$ cat src/rtl/regfile_wb_arbiter.sv
// Round-robin arbiter sharing the register file write port between ALU and load
// writeback, plus a per-register busy scoreboard that stalls decode on pending loads.
module regfile_wb_arbiter #(
    parameter int unsigned BITS  = 8,
    parameter int unsigned RBITS = 3,
    parameter int unsigned NREG  = 8
) (
    input  logic             clk,
    input  logic             reset,
    input  logic             run,
    input  logic             alu_valid,
    input  logic [RBITS-1:0] alu_rd,
    input  logic [BITS-1:0]  alu_data,
    output logic             alu_ready,
    input  logic             ld_issue,
    input  logic [RBITS-1:0] ld_issue_rd,
    output logic             ld_issue_ok,
    input  logic             ld_valid,
    input  logic [RBITS-1:0] ld_rd,
    input  logic [BITS-1:0]  ld_data,
    output logic             ld_ready,
    input  logic [RBITS-1:0] rs1,
    input  logic [RBITS-1:0] rs2,
    output logic             stall,
    output logic             rf_we,
    output logic [RBITS-1:0] rf_rd,
    output logic [BITS-1:0]  rf_din
);

    typedef enum logic {
        RR_ALU = 1'b0,
        RR_LD  = 1'b1
    } rr_e;

    typedef struct packed {
        logic             we;
        logic             from_ld;
        logic [RBITS-1:0] rd;
        logic [BITS-1:0]  din;
    } wb_t;

    rr_e             rr_q, rr_d;
    wb_t             wb_q, wb_d;
    logic [NREG-1:0] busy_q, busy_d;
    logic            grant_alu_c, grant_ld_c;

    // Single requester wins outright; on contention rr_q picks the winner.
    always_comb begin
        grant_alu_c = run & alu_valid & (~ld_valid | (rr_q == RR_ALU));
        grant_ld_c  = run & ld_valid & (~alu_valid | (rr_q == RR_LD));
    end

    assign alu_ready   = grant_alu_c;
    assign ld_ready    = grant_ld_c;
    assign ld_issue_ok = run & ~busy_q[ld_issue_rd];
    assign stall       = ((rs1 != RBITS'(0)) & busy_q[rs1]) |
                         ((rs2 != RBITS'(0)) & busy_q[rs2]);

    assign rf_we  = wb_q.we;
    assign rf_rd  = wb_q.rd;
    assign rf_din = wb_q.din;

    // Next-state: pointer rotation, output register, scoreboard clear then set.
    always_comb begin
        rr_d    = rr_q;
        wb_d    = wb_q;
        wb_d.we = 1'b0;
        busy_d  = busy_q;
        if (run) begin
            if (grant_alu_c) begin
                wb_d.we      = (alu_rd != RBITS'(0));
                wb_d.from_ld = 1'b0;
                wb_d.rd      = alu_rd;
                wb_d.din     = alu_data;
                rr_d         = RR_LD;
            end else if (grant_ld_c) begin
                wb_d.we      = (ld_rd != RBITS'(0));
                wb_d.from_ld = 1'b1;
                wb_d.rd      = ld_rd;
                wb_d.din     = ld_data;
                rr_d         = RR_ALU;
            end
            if (wb_q.we && wb_q.from_ld) begin
                busy_d[wb_q.rd] = 1'b0;
            end
            // Set after clear so a same-register collision leaves the entry busy.
            if (ld_issue && ld_issue_ok && (ld_issue_rd != RBITS'(0))) begin
                busy_d[ld_issue_rd] = 1'b1;
            end
        end
        busy_d[0] = 1'b0;
    end

    always_ff @(posedge clk) begin
        if (reset) begin
            rr_q   <= RR_ALU;
            wb_q   <= '0;
            busy_q <= '0;
        end else begin
            rr_q   <= rr_d;
            wb_q   <= wb_d;
            busy_q <= busy_d;
        end
    end

endmodule

$ cat config.mk
export PLATFORM = sky130hd
export DESIGN_NAME = regfile_wb_arbiter
export DESIGN_NICKNAME = d
export VERILOG_FILES = /design/src/rtl/regfile_wb_arbiter.sv
export SDC_FILE = /design/constraint.sdc
export NUM_CORES = 1
export LEC_CHECK = 0
export ABC_AREA = 1
export BUFFER_PORTS_ARGS = -buffer_cell sky130_fd_sc_hd__buf_2
export CORE_ASPECT_RATIO = 0.75
export CORE_UTILIZATION = 45
export CTS_BUF_LIST = sky130_fd_sc_hd__clkbuf_8
export DETAILED_ROUTE_END_ITERATION = 7
export GPL_ROUTABILITY_DRIVEN = 1
export GPL_TIMING_DRIVEN = 0
export PLACE_DENSITY_LB_ADDON = 0.2
export SKIP_CTS_REPAIR_TIMING = 1
export SYNTH_ARGS = -nofsm -noshare
export SYNTH_HDL_FRONTEND = slang
export SYNTH_SLANG_ARGS = --single-unit
$ cat constraint.sdc
create_clock -name clk -period 2.8 [get_ports clk]
set_clock_uncertainty 0.15 [all_clocks]
set_input_delay 0.28 -clock clk [delete_from_list [all_inputs] [get_ports clk]]
set_output_delay 0.28 -clock clk [all_outputs]
set_load 0.02 [all_outputs]
==> summary.md <==
| Metric | Value |
|---|---|
| R2R Setup Slk | `approximately 1.5 ns` |
| # clock sinks | `21` |
| Grt total ovfl | `0` |
| DR WL met3 | `about 170 um` |
| Die Y-Extent | `between 40 and 50 um` |
| PortBufs | `between 50 and 60` |
| Endpoints failing hold | `0` |
| Post-synthesis register bit count | `21` |
| Tightest Pin Transition | `between 0.4 and 0.5 ns` |
| Fillers | `285` |
| Routability cong. | `0.870` |
| Hold slack | `about 0.13 ns` |
| Via count | `between 1000 and 1500` |
| Post-synthesis net count | `between 200 and 300` |
| Antenna Nets Post-Route | `0` |
| I/O pin total | `53` |
| CTS Root Cell | `clkbuf_8` |
| Synth warn | `0` |
| Hold depth | `4` |
| Mapped cell area | `1350 um^2` |
| Max-slew violations | `0` |
| Switching pwr | `195 uW` |
| WP data required | `2.37 ns` |
| Sequential cell area | `420 um^2` |
| CP Capture Type | `output pin` |
| Synth Instances | `about 220` |
| Cts bufs inserted | `3` |
| Comb pwr share | `between 20% and 30%` |
| Net Sw Frac | `just under 30%` |
| Leak pwr | `0.941 nW` |
| Synth top area cells | `dfxtp_1 (31%), nand2_1 (18%), inv_1 (8.6%)` |
| Clock share of power | `approximately 29%` |
| PwrDens | `395 nW/um^2` |
| Placed inst area | `roughly 1700 um^2` |
| Min Tclk post-route | `roughly 1.8 ns` |
| Footprint of the multi-input gates | `692 um^2` |
| Post-route cell area | `1710 um^2` |
| DR iter-0 viols | `47` |
| CP Class | `flip-flop to output pin` |
| DR DRC count | `0` |
| Internal power | `roughly 480 uW` |
| Mean Syn Cell Area | `roughly 6.3 um^2` |
| M1 WL | `~1600 um` |
| Routed wire per std cell | `between 9 and 10 um` |
| CP Launch Type | `flip-flop` |
| Vias in the first global route | `roughly 1100` |
| Status | `complete, no violations` |
| DR top layer | `met3` |
| TritonCTS clock tree | `yes` |
| Placed Cells | `303` |
| Drt first pass iters | `4` |
| Cell taking the most area after synthesis | `dfxtp_1` |
| Htree depth | `1` |
| Initial antenna violation count | `0` |
| Hold Crit Class | `input pin to flip-flop` |
| Vias per cell | `approximately 4.5` |
| Sequential area share after synthesis | `a little under a third` |
| Sequential Power Share | `a little under half` |
| Maxcap violations | `0` |
| Layout Nets | `309` |
| Slew headroom | `slightly above 70%` |
| First-pass GRT wire length | `around 5000 um` |
| DIE AREA | `3230 um^2` |
| Area Growth Syn to Fin | `26.0%` |
| Total Routed Length | `approximately 2900 um` |
| GRT Total Usage | `between 10% and 20%` |
| Total power | `roughly 670 uW` |
| Largest net degree at the start of global routing | `13` |
| RSZ-0062 raised after global routing | `no` |
| Detailed placement HPWL | `between 2000 and 2500 um` |
| # rows | `16` |
| Synth top area share | `31.1%` |
| Die span in x | `~65 um` |
| Critical Path AT | `1.33 ns` |
| Clock latency on the worst-skew pair | `approximately 0.26 ns` |
| CP max FO | `3` |
| Antenna cells | `0` |
| Fin Setup TNS | `0 ns` |
| WL met2 | `1140 um` |
| Final setup violation count | `0` |
| Reg clk slew, reported paths | `0.07 ns` |
| Fmax | `approximately 570 MHz` |
| Core Region | `approximately 2700 um^2` |
| Synth unique cells | `24` |
| Peak supply drop | `350 uV` |
| Share of cells above drive strength 1 | `a little under a third` |
| Reg2reg path depth | `7` |
| Initial Util | `between 40% and 50%` |
| CTS max path bufs | `2` |
| Finished Layout Cells | `307` |
| Part of the cycle the worst path needs | `63.0%` |
metrics by stage:
step | util, % | setup slack, ns
floorplan | - | 1.49
global placement | 60.9 | 1.27
detailed placement | 60.9 | 1.25
CTS | 62.6 | 1.03
global route | 62.6 | 0.900
finish | 62.6 | 1.04
metal layers:
metal,track usage [%],vias to the layer above
li1,-,773
met1,29.7,567
met2,28.5,35
met3,4.86,0
met4,2.17,0
met5,0,-
final timing paths:
path / startpoint / end
worst max-delay path: busy_q[4] / stall
worst min-delay path: reset / rf_rd[0]
worst max register to register: busy_q[1] / busy_q[2]
worst min register to register: wb_q[11] / wb_q[11]
cells in the final DEF (no fill, tap or decap), types with 3 or more instances in the layout:
master and count:
buf_4 11, buf_2 52, nand2_2 5, a21oi_1 14
o21ai_1 8, clkbuf_8 3, nor2_1 16, inv_2 5
nand3_1 18, nand2_1 64, dfxtp_1 21, o21ai_0 8
inv_1 31
logic make-up (layout without fill, tap and decap cells):
group | count (synthesis) | in the layout | share of synthesized area [%]
buf+inv | 50 | 106 | 17.8
simple gates | 108 | 108 | 36.1
flops | 21 | 21 | 31.1
mux | 1 | 1 | 0.739
compound gates | 35 | 35 | 14.2
state kept, by name, indices dropped and copies added, names as in the netlist:
name    count
rr_q        1
rf_rd       3
busy_q      7
rf_we       1
rf_din      8
wb_q        1
area by class of cell:
| cell class | instances | share of cell area [%] |
|---|---|---|
| clock inverters | 1 | 0.293 |
| plain buffers | 14 | 6.24 |
| multi-input cells | 144 | 40.6 |
| inverters | 36 | 7.92 |
| flip-flops and latches | 21 | 24.7 |
| well taps | 36 | 2.64 |
| repair buffers | 52 | 15.3 |
| clock buffers | 3 | 2.42 |
cells in the mapped netlist, drive strengths merged:
| library cell | count |
|---|---|
| nand2 | 70 |
| inv | 36 |
| dfxtp | 21 |
| nand3 | 19 |
| nor2 | 18 |
| o21ai | 16 |
| a21oi | 15 |
| buf | 12 |
| o211ai | 2 |
| a21boi | 1 |
| clkbuf | 1 |
| dlygate4sd1 | 1 |
| mux2i | 1 |
| nand3b | 1 |
| o31ai | 1 |
critical path: stages, from the launching register on:
cell and delay [ns]:
dfxtp_1 0.39, inv_1 0.07, o21ai_0 0.15, nand2_1 0.07, o211ai_1 0.07, o21ai_0 0.11, nand2_1 0.06, buf_2 0.15
power groups by stage:
stage / Clock, mW / Combinational, mW / Sequential [mW]
6_report: 0.193 / 0.158 / 0.322
5_1_grt: 0.214 / 0.179 / 0.324
4_1_cts: 0.201 / 0.160 / 0.322
3_5_place_dp: 0 / 0.160 / 0.329
3_3_place_gp: 0 / 0.158 / 0.329
2_1_floorplan: 0 / 0.100 / 0.328
(Power assumes the default switching activity.)
